<file path="src/rtl/dcache_pkg.sv">
// Shared data-cache constants, refill state encoding and address field helpers.
// The cache registers and hit logic slice addresses with the same helpers.
package dcache_pkg;

   localparam int DWORD_OFFSET_WIDTH = 3;
   localparam int LINE_WIDTH         = 6;
   localparam int BLOCK_OFFSET_WIDTH = 3 + DWORD_OFFSET_WIDTH;
   localparam int TAG_WIDTH          = 32 - BLOCK_OFFSET_WIDTH - LINE_WIDTH;
   localparam int BLOCK_SIZE         = 1 << DWORD_OFFSET_WIDTH;

   typedef enum logic [1:0] {
      REFILL_IDLE,
      REFILL_REQ,
      REFILL_COLLECT,
      REFILL_WRITE
   } refill_state_t;

   function automatic logic [TAG_WIDTH-1:0] addr_tag(input logic [31:0] addr);
      return addr[31:32-TAG_WIDTH];
   endfunction

   function automatic logic [LINE_WIDTH-1:0] addr_line(input logic [31:0] addr);
      return addr[LINE_WIDTH+BLOCK_OFFSET_WIDTH-1:BLOCK_OFFSET_WIDTH];
   endfunction

   function automatic logic [DWORD_OFFSET_WIDTH-1:0] addr_dword(input logic [31:0] addr);
      return addr[BLOCK_OFFSET_WIDTH-1:3];
   endfunction

   function automatic logic [31:0] block_align(input logic [31:0] addr);
      return {addr[31:BLOCK_OFFSET_WIDTH], {BLOCK_OFFSET_WIDTH{1'b0}}};
   endfunction

endpackage

</file>
<file path="src/rtl/dcache_refill_buffer.sv">
// Refill block buffer: one 64-bit register per dword plus a merge mask that marks
// dwords already overwritten by committed stores, so late memory beats cannot undo them.
module dcache_refill_buffer #(
   parameter  int IDX_W = 3,
   localparam int DEPTH = 1 << IDX_W
) (
   input  logic                  clock,
   input  logic                  reset,
   input  logic                  clear,
   input  logic                  beat_we,
   input  logic [IDX_W-1:0]      beat_idx,
   input  logic [63:0]           beat_data,
   input  logic                  store_we,
   input  logic [IDX_W-1:0]      store_idx,
   input  logic [63:0]           store_data,
   output logic [64*DEPTH-1:0]   merged_block
);

   logic [DEPTH-1:0][63:0] data_q, data_d;
   logic [DEPTH-1:0]       mask_q, mask_d;

   always_comb begin
      data_d       = data_q;
      mask_d       = clear ? '0 : mask_q;
      merged_block = data_q;
      for (int j = 0; j < DEPTH; j++) begin
         if (beat_we && beat_idx == IDX_W'(j) && !mask_q[j])
            data_d[j] = beat_data;
         // A store to the same dword as a beat overrides it; it also bypasses
         // into the output so the write cycle sees it without a register delay.
         if (store_we && store_idx == IDX_W'(j)) begin
            data_d[j]               = store_data;
            mask_d[j]               = 1'b1;
            merged_block[64*j +: 64] = store_data;
         end
      end
   end

   always_ff @(posedge clock) begin
      if (reset) mask_q <= '0;
      else       mask_q <= mask_d;
   end

   always_ff @(posedge clock) begin
      data_q <= data_d;
   end

endmodule

</file>
<file path="src/rtl/dcache_refill_unit.sv">
// Data-cache miss refill: requests a block from memory, collects its beats while
// merging committed stores, then writes the whole line into the cache registers.
module dcache_refill_unit
   import dcache_pkg::*;
#(
   parameter  int double_word_offset_width = DWORD_OFFSET_WIDTH,
   parameter  int line_width               = LINE_WIDTH,
   localparam int block_size               = 1 << double_word_offset_width,
   localparam int boff                     = 3 + double_word_offset_width,
   localparam int tag_width                = 32 - boff - line_width
) (
   input  logic                        clock,
   input  logic                        reset,
   input  logic                        miss_valid,
   input  logic [31:0]                 miss_address,
   output logic                        miss_ready,
   output logic                        mem_req_valid,
   output logic [31:0]                 mem_req_address,
   input  logic                        mem_req_ready,
   input  logic                        mem_resp_valid,
   input  logic [63:0]                 mem_resp_data,
   input  logic                        commit_store,
   input  logic [31:0]                 store_address,
   input  logic [63:0]                 store_data,
   output logic                        write_in,
   output logic [line_width-1:0]       write_line_index,
   output logic [64*block_size-1:0]    write_block,
   output logic [tag_width-1:0]        write_tag,
   output logic                        refill_done
);

   refill_state_t                        state_q, state_d;
   logic [31:0]                          block_addr_q, block_addr_d;
   logic [double_word_offset_width-1:0]  beat_cnt_q, beat_cnt_d;
   logic miss_ready_q, miss_ready_d;
   logic mem_req_valid_q, mem_req_valid_d;
   logic write_in_q, write_in_d;
   logic refill_done_q, refill_done_d;
   logic buf_clear, beat_we, store_we, store_hit;
   logic unused_addr_bits;

   assign unused_addr_bits = ^{store_address[2:0], miss_address[boff-1:0]};
   assign store_hit        = store_address[31:boff] == block_addr_q[31:boff];

   always_comb begin
      state_d         = state_q;
      block_addr_d    = block_addr_q;
      beat_cnt_d      = beat_cnt_q;
      miss_ready_d    = miss_ready_q;
      mem_req_valid_d = mem_req_valid_q;
      write_in_d      = 1'b0;
      refill_done_d   = 1'b0;
      buf_clear       = 1'b0;
      beat_we         = 1'b0;
      store_we        = commit_store && store_hit && state_q != REFILL_IDLE;
      case (state_q)
         REFILL_IDLE: begin
            miss_ready_d = 1'b1;
            if (miss_valid) begin
               block_addr_d    = {miss_address[31:boff], {boff{1'b0}}};
               beat_cnt_d      = '0;
               buf_clear       = 1'b1;
               miss_ready_d    = 1'b0;
               mem_req_valid_d = 1'b1;
               state_d         = REFILL_REQ;
            end
         end
         REFILL_REQ: begin
            if (mem_req_ready) begin
               mem_req_valid_d = 1'b0;
               state_d         = REFILL_COLLECT;
            end
         end
         REFILL_COLLECT: begin
            if (mem_resp_valid) begin
               beat_we    = 1'b1;
               beat_cnt_d = beat_cnt_q + 1'b1;
               if (&beat_cnt_q) begin
                  write_in_d    = 1'b1;
                  refill_done_d = 1'b1;
                  state_d       = REFILL_WRITE;
               end
            end
         end
         REFILL_WRITE: begin
            miss_ready_d = 1'b1;
            state_d      = REFILL_IDLE;
         end
         default: state_d = REFILL_IDLE;
      endcase
   end

   always_ff @(posedge clock) begin
      if (reset) begin
         state_q         <= REFILL_IDLE;
         block_addr_q    <= '0;
         beat_cnt_q      <= '0;
         miss_ready_q    <= 1'b1;
         mem_req_valid_q <= 1'b0;
         write_in_q      <= 1'b0;
         refill_done_q   <= 1'b0;
      end else begin
         state_q         <= state_d;
         block_addr_q    <= block_addr_d;
         beat_cnt_q      <= beat_cnt_d;
         miss_ready_q    <= miss_ready_d;
         mem_req_valid_q <= mem_req_valid_d;
         write_in_q      <= write_in_d;
         refill_done_q   <= refill_done_d;
      end
   end

   dcache_refill_buffer #(.IDX_W(double_word_offset_width)) u_buffer (
      .clock        (clock),
      .reset        (reset),
      .clear        (buf_clear),
      .beat_we      (beat_we),
      .beat_idx     (beat_cnt_q),
      .beat_data    (mem_resp_data),
      .store_we     (store_we),
      .store_idx    (store_address[boff-1:3]),
      .store_data   (store_data),
      .merged_block (write_block)
   );

   assign miss_ready       = miss_ready_q;
   assign mem_req_valid    = mem_req_valid_q;
   assign mem_req_address  = block_addr_q;
   assign write_in         = write_in_q;
   assign refill_done      = refill_done_q;
   assign write_line_index = block_addr_q[line_width+boff-1:boff];
   assign write_tag        = block_addr_q[31:32-tag_width];

endmodule

</file>
<file path="config.mk">
export PLATFORM = sky130hd
export DESIGN_NAME = dcache_refill_unit
export DESIGN_NICKNAME = d
export VERILOG_FILES = /design/src/rtl/dcache_pkg.sv /design/src/rtl/dcache_refill_buffer.sv /design/src/rtl/dcache_refill_unit.sv
export SDC_FILE = /design/constraint.sdc
export NUM_CORES = 1
export LEC_CHECK = 0
export CAP_MARGIN = 20
export CORE_AREA = 2 2 299 301
export DETAILED_ROUTE_END_ITERATION = 8
export DIE_AREA = 0 0 301 303
export DONT_BUFFER_PORTS = 1
export PLACE_DENSITY = 0.57
export SYNTH_ARGS = -nofsm -noshare
export SYNTH_HDL_FRONTEND = slang
export SYNTH_HIERARCHICAL = 1
export SYNTH_SLANG_ARGS = --single-unit
</file>
<file path="constraint.sdc">
create_clock -name clock -period 13.8 [get_ports clock]
set_input_delay 1.38 -clock clock [delete_from_list [all_inputs] [get_ports clock]]
set_output_delay 1.38 -clock clock [all_outputs]
set_load 0.05 [all_outputs]
</file>
==> metrics.txt <==
register area=16,200 sq um; H-tree depth=3; Via density=5.49; Worst-Margin Slew=1190 ps; end of the worst register-to-register path=u_buffer/data_q[468]$_DFFE_PP_; fin. max-slew vios=0; CP Cell Sequence=xor2_1 -> nor4_1 -> nand4_1 -> nor3_2 -> buf_4 -> or4b_4 -> buf_4 -> mux2_1; core area=88,000 sq um; Initial Utilization=0.341; post-CTS sizing=0; Fillers=a little over 8,000; routed len/inst=30.1 um; max_cap viols=0; Hold Crit Class=register to register; total number of vias=roughly 17,000; reg2reg start=mem_req_address[22]$_SDFFE_PP0P_; Most common cell on crit path=buf_4; skew final=29.7 ps; layout cells sized above 1=0.597; final worst-path cycle share=0.500; Worst setup startpoint=mem_req_address[22]$_SDFFE_PP0P_; Leakage=11.1 nW; CTS tree=done; Yosys warnings=6; clock-pin slew on the worst setup and hold paths=~60 ps; worst path arrival time=5510 ps; drt first pass iters=5; final setup TNS=0 ps; worst reg-to-reg path cell count=11; Crit Path Max Fanout=54; Root Driver=clkbuf_16; CTS Sinks=~550; CP max-delay cell=dfxtp_1; PwrDens=125 nW/um^2; FF-to-FF setup slack=8350 ps; Fin. Hold Viols=0; antenna violations before repair=2; critical path class=register to primary output; Die Ht=303 um; slowest stage delay, CP=approximately 1100 ps; post-placement cell area=approximately 31,000 sq um; Synth Register Bits=~550; cell area after layout=roughly 33,000 sq um; Req. time, crit path=about 12,000 ps; post-DP HPWL=60,200 um; area grow syn2layout=10.1%; Max rail drop VDD=85.2 uV; drt first-iter violations=1,309; unrepaired setup endpoints after global routing=false; Clk Latency, worst-skew pair=around 600 ps; io pins=772; TritonCTS buffer count=68; Final ANT Viol Nets=0; global-route wire length before repair=approximately 130,000 um; syn avg cell area=15.1 sq um; fin crit period=6890 ps; Critical Path End Type=primary output; largest net degree at the start of global routing=90; most common cell after layout, fill and taps aside=mux2_2; vias in the first global route=around 17,000; most frequent cells in the layout=1,005 x mux2_2, 512 x edfxtp_1, 69 x clkbuf_16; outcome=completed; final setup fails=0; Slew headroom=0.203; postcts setup bufs=0; die area=approximately 90,000 sq um; nets=roughly 2,100; CP endpoint=write_block[57]; synthesized instance count=1,989; # port buffers=0; Post-Syn Area=30,000 sq um; clock buffer depth=3; startpoint types=register; DRC=0; Die W=301 um; GRT Total Usage=0.194; Remaining Overflow, GRT=0; # rows=between 100 and 150; area of the multi-input gates=12,800 sq um; number of distinct library cells after synthesis=37; hold_buf cts=0; GP Congestion=0.817; sequential fraction of the synthesis area=0.541; Routed Wire Length=93,600 um; Max Clk Rate=approximately 0.15 GHz
## registers in the layout, indices dropped and copies added (netlist names)
name / count
miss_ready: 1
u_buffer/mask_q: 8
refill_done: 1
mem_req_valid: 1
u_buffer/data_q: 512
state_q: 2
mem_req_address: 26
beat_cnt_q: 3
## how the worst min path moves through the flow
stage	cells past startpoint	slack, ps	endpoint	from
2_1_floorplan	2	450	u_buffer/mask_q[0]$_SDFFE_PP0P_	u_buffer/mask_q[0]$_SDFFE_PP0P_
3_3_place_gp	2	460	u_buffer/mask_q[6]$_SDFFE_PP0P_	u_buffer/mask_q[6]$_SDFFE_PP0P_
3_5_place_dp	2	470	u_buffer/mask_q[6]$_SDFFE_PP0P_	u_buffer/mask_q[6]$_SDFFE_PP0P_
4_1_cts	2	480	u_buffer/mask_q[6]$_SDFFE_PP0P_	u_buffer/mask_q[6]$_SDFFE_PP0P_
5_1_grt	2	510	u_buffer/mask_q[6]$_SDFFE_PP0P_	u_buffer/mask_q[6]$_SDFFE_PP0P_
6_report	2	480	u_buffer/mask_q[0]$_SDFFE_PP0P_	u_buffer/mask_q[0]$_SDFFE_PP0P_
## where the power goes
part / leakage [nW] / total [mW] / switching, mW / internal (mW)
sequential: 4.95 / 2.01 / 0.125 / 1.88
combinational: 5.13 / 0.352 / 0.231 / 0.121
clock: 1.05 / 1.76 / 0.730 / 1.03
total: 11.1 / 4.12 / 1.09 / 3.04
## synthesized netlist by cell type (all sizes together)
| library cell | count | area, sq um |
|---|---|---|
| mux2 | 1024 | 11500 |
| edfxtp | 512 | 15400 |
| buf | 135 | 797 |
| clkbuf | 84 | 315 |
| nand2 | 61 | 229 |
| dfxtp | 42 | 841 |
| a21oi | 38 | 190 |
| xor2 | 21 | 184 |
| nand2b | 11 | 68.8 |
| o41ai | 8 | 70.1 |
| ha | 6 | 75.1 |
| inv | 6 | 22.5 |
| nand4 | 5 | 31.3 |
| nor4 | 5 | 31.3 |
| xnor2 | 5 | 43.8 |
| nand4b | 4 | 35.0 |
| nand4bb | 3 | 33.8 |
| nor2 | 3 | 11.3 |
| nor3 | 2 | 10.0 |
| o211ai | 2 | 15.0 |
| a211oi | 1 | 7.51 |
| a222oi | 1 | 10.0 |
| and2 | 1 | 6.26 |
| and3b | 1 | 8.76 |
| clkinv | 1 | 3.75 |
| conb | 1 | 3.75 |
| mux2i | 1 | 10.0 |
| nand3 | 1 | 5.00 |
| nor2b | 1 | 6.26 |
| nor3b | 1 | 7.51 |
| o21bai | 1 | 7.51 |
| or4b | 1 | 10.0 |
## per-stage QoR
stage	hold slack, ps	utilization	setup slack (ps)	cells	power [mW]
5_1_grt	511	0.375	6860	3105	4.26
4_1_cts	480	0.375	6980	3104	4.18
3_5_place_dp	470	0.351	7340	2986	2.39
2_1_floorplan	450	-	5040	1994	2.36
3_3_place_gp	463	0.351	7330	2986	2.38
6_report	483	0.375	6910	3106	4.12
## final cells by class
type                            instances  area share
Tap cell                             1165      0.0441
Sequential cell                       554       0.491
Timing Repair Buffer                   47      0.0112
Multi-Input combinational cell       1214       0.387
Clock inverter                         32      0.0110
Clock buffer                           86      0.0548
Inverter                                7    0.000796
Antenna cell                            1   0.0000758
## logic make-up (layout without fill, tap and decap cells)
| group | Yosys count | in the layout | synth area share |
|---|---|---|---|
| other cells | 1 | 7 | 0.000125 |
| buf+inv | 226 | 172 | 0.0380 |
| compound gates | 51 | 51 | 0.0100 |
| flops | 554 | 554 | 0.541 |
| xor+xnor | 26 | 26 | 0.00759 |
| fa+ha+maj | 6 | 6 | 0.00250 |
| mux | 1025 | 1025 | 0.385 |
| simple gates | 100 | 100 | 0.0165 |
## layer usage
| metal | vias up | wire (um) | track usage | share of wire |
|---|---|---|---|---|
| met1 | 8787 | 37600 | 0.241 | 0.40 |
| met5 | - | 0 | 0 | 0 |
| met3 | 181 | 6580 | 0.0506 | 0.070 |
| met2 | 688 | 45900 | 0.322 | 0.49 |
| li1 | 7406 | - | - | - |
| met4 | 0 | 3500 | 0.0814 | 0.037 |
## worst max-delay path, delay by kind of cell, from the launching register on
| family | cells | cell delay (ps) |
|---|---|---|
| buffers and inverters | 2 | 770 |
| multiplexers | 1 | 670 |
| AND/OR/NAND/NOR | 4 | 1900 |
| XOR/XNOR | 1 | 310 |
| flip-flops | 1 | 1110 |
(Power assumes the default switching activity.)
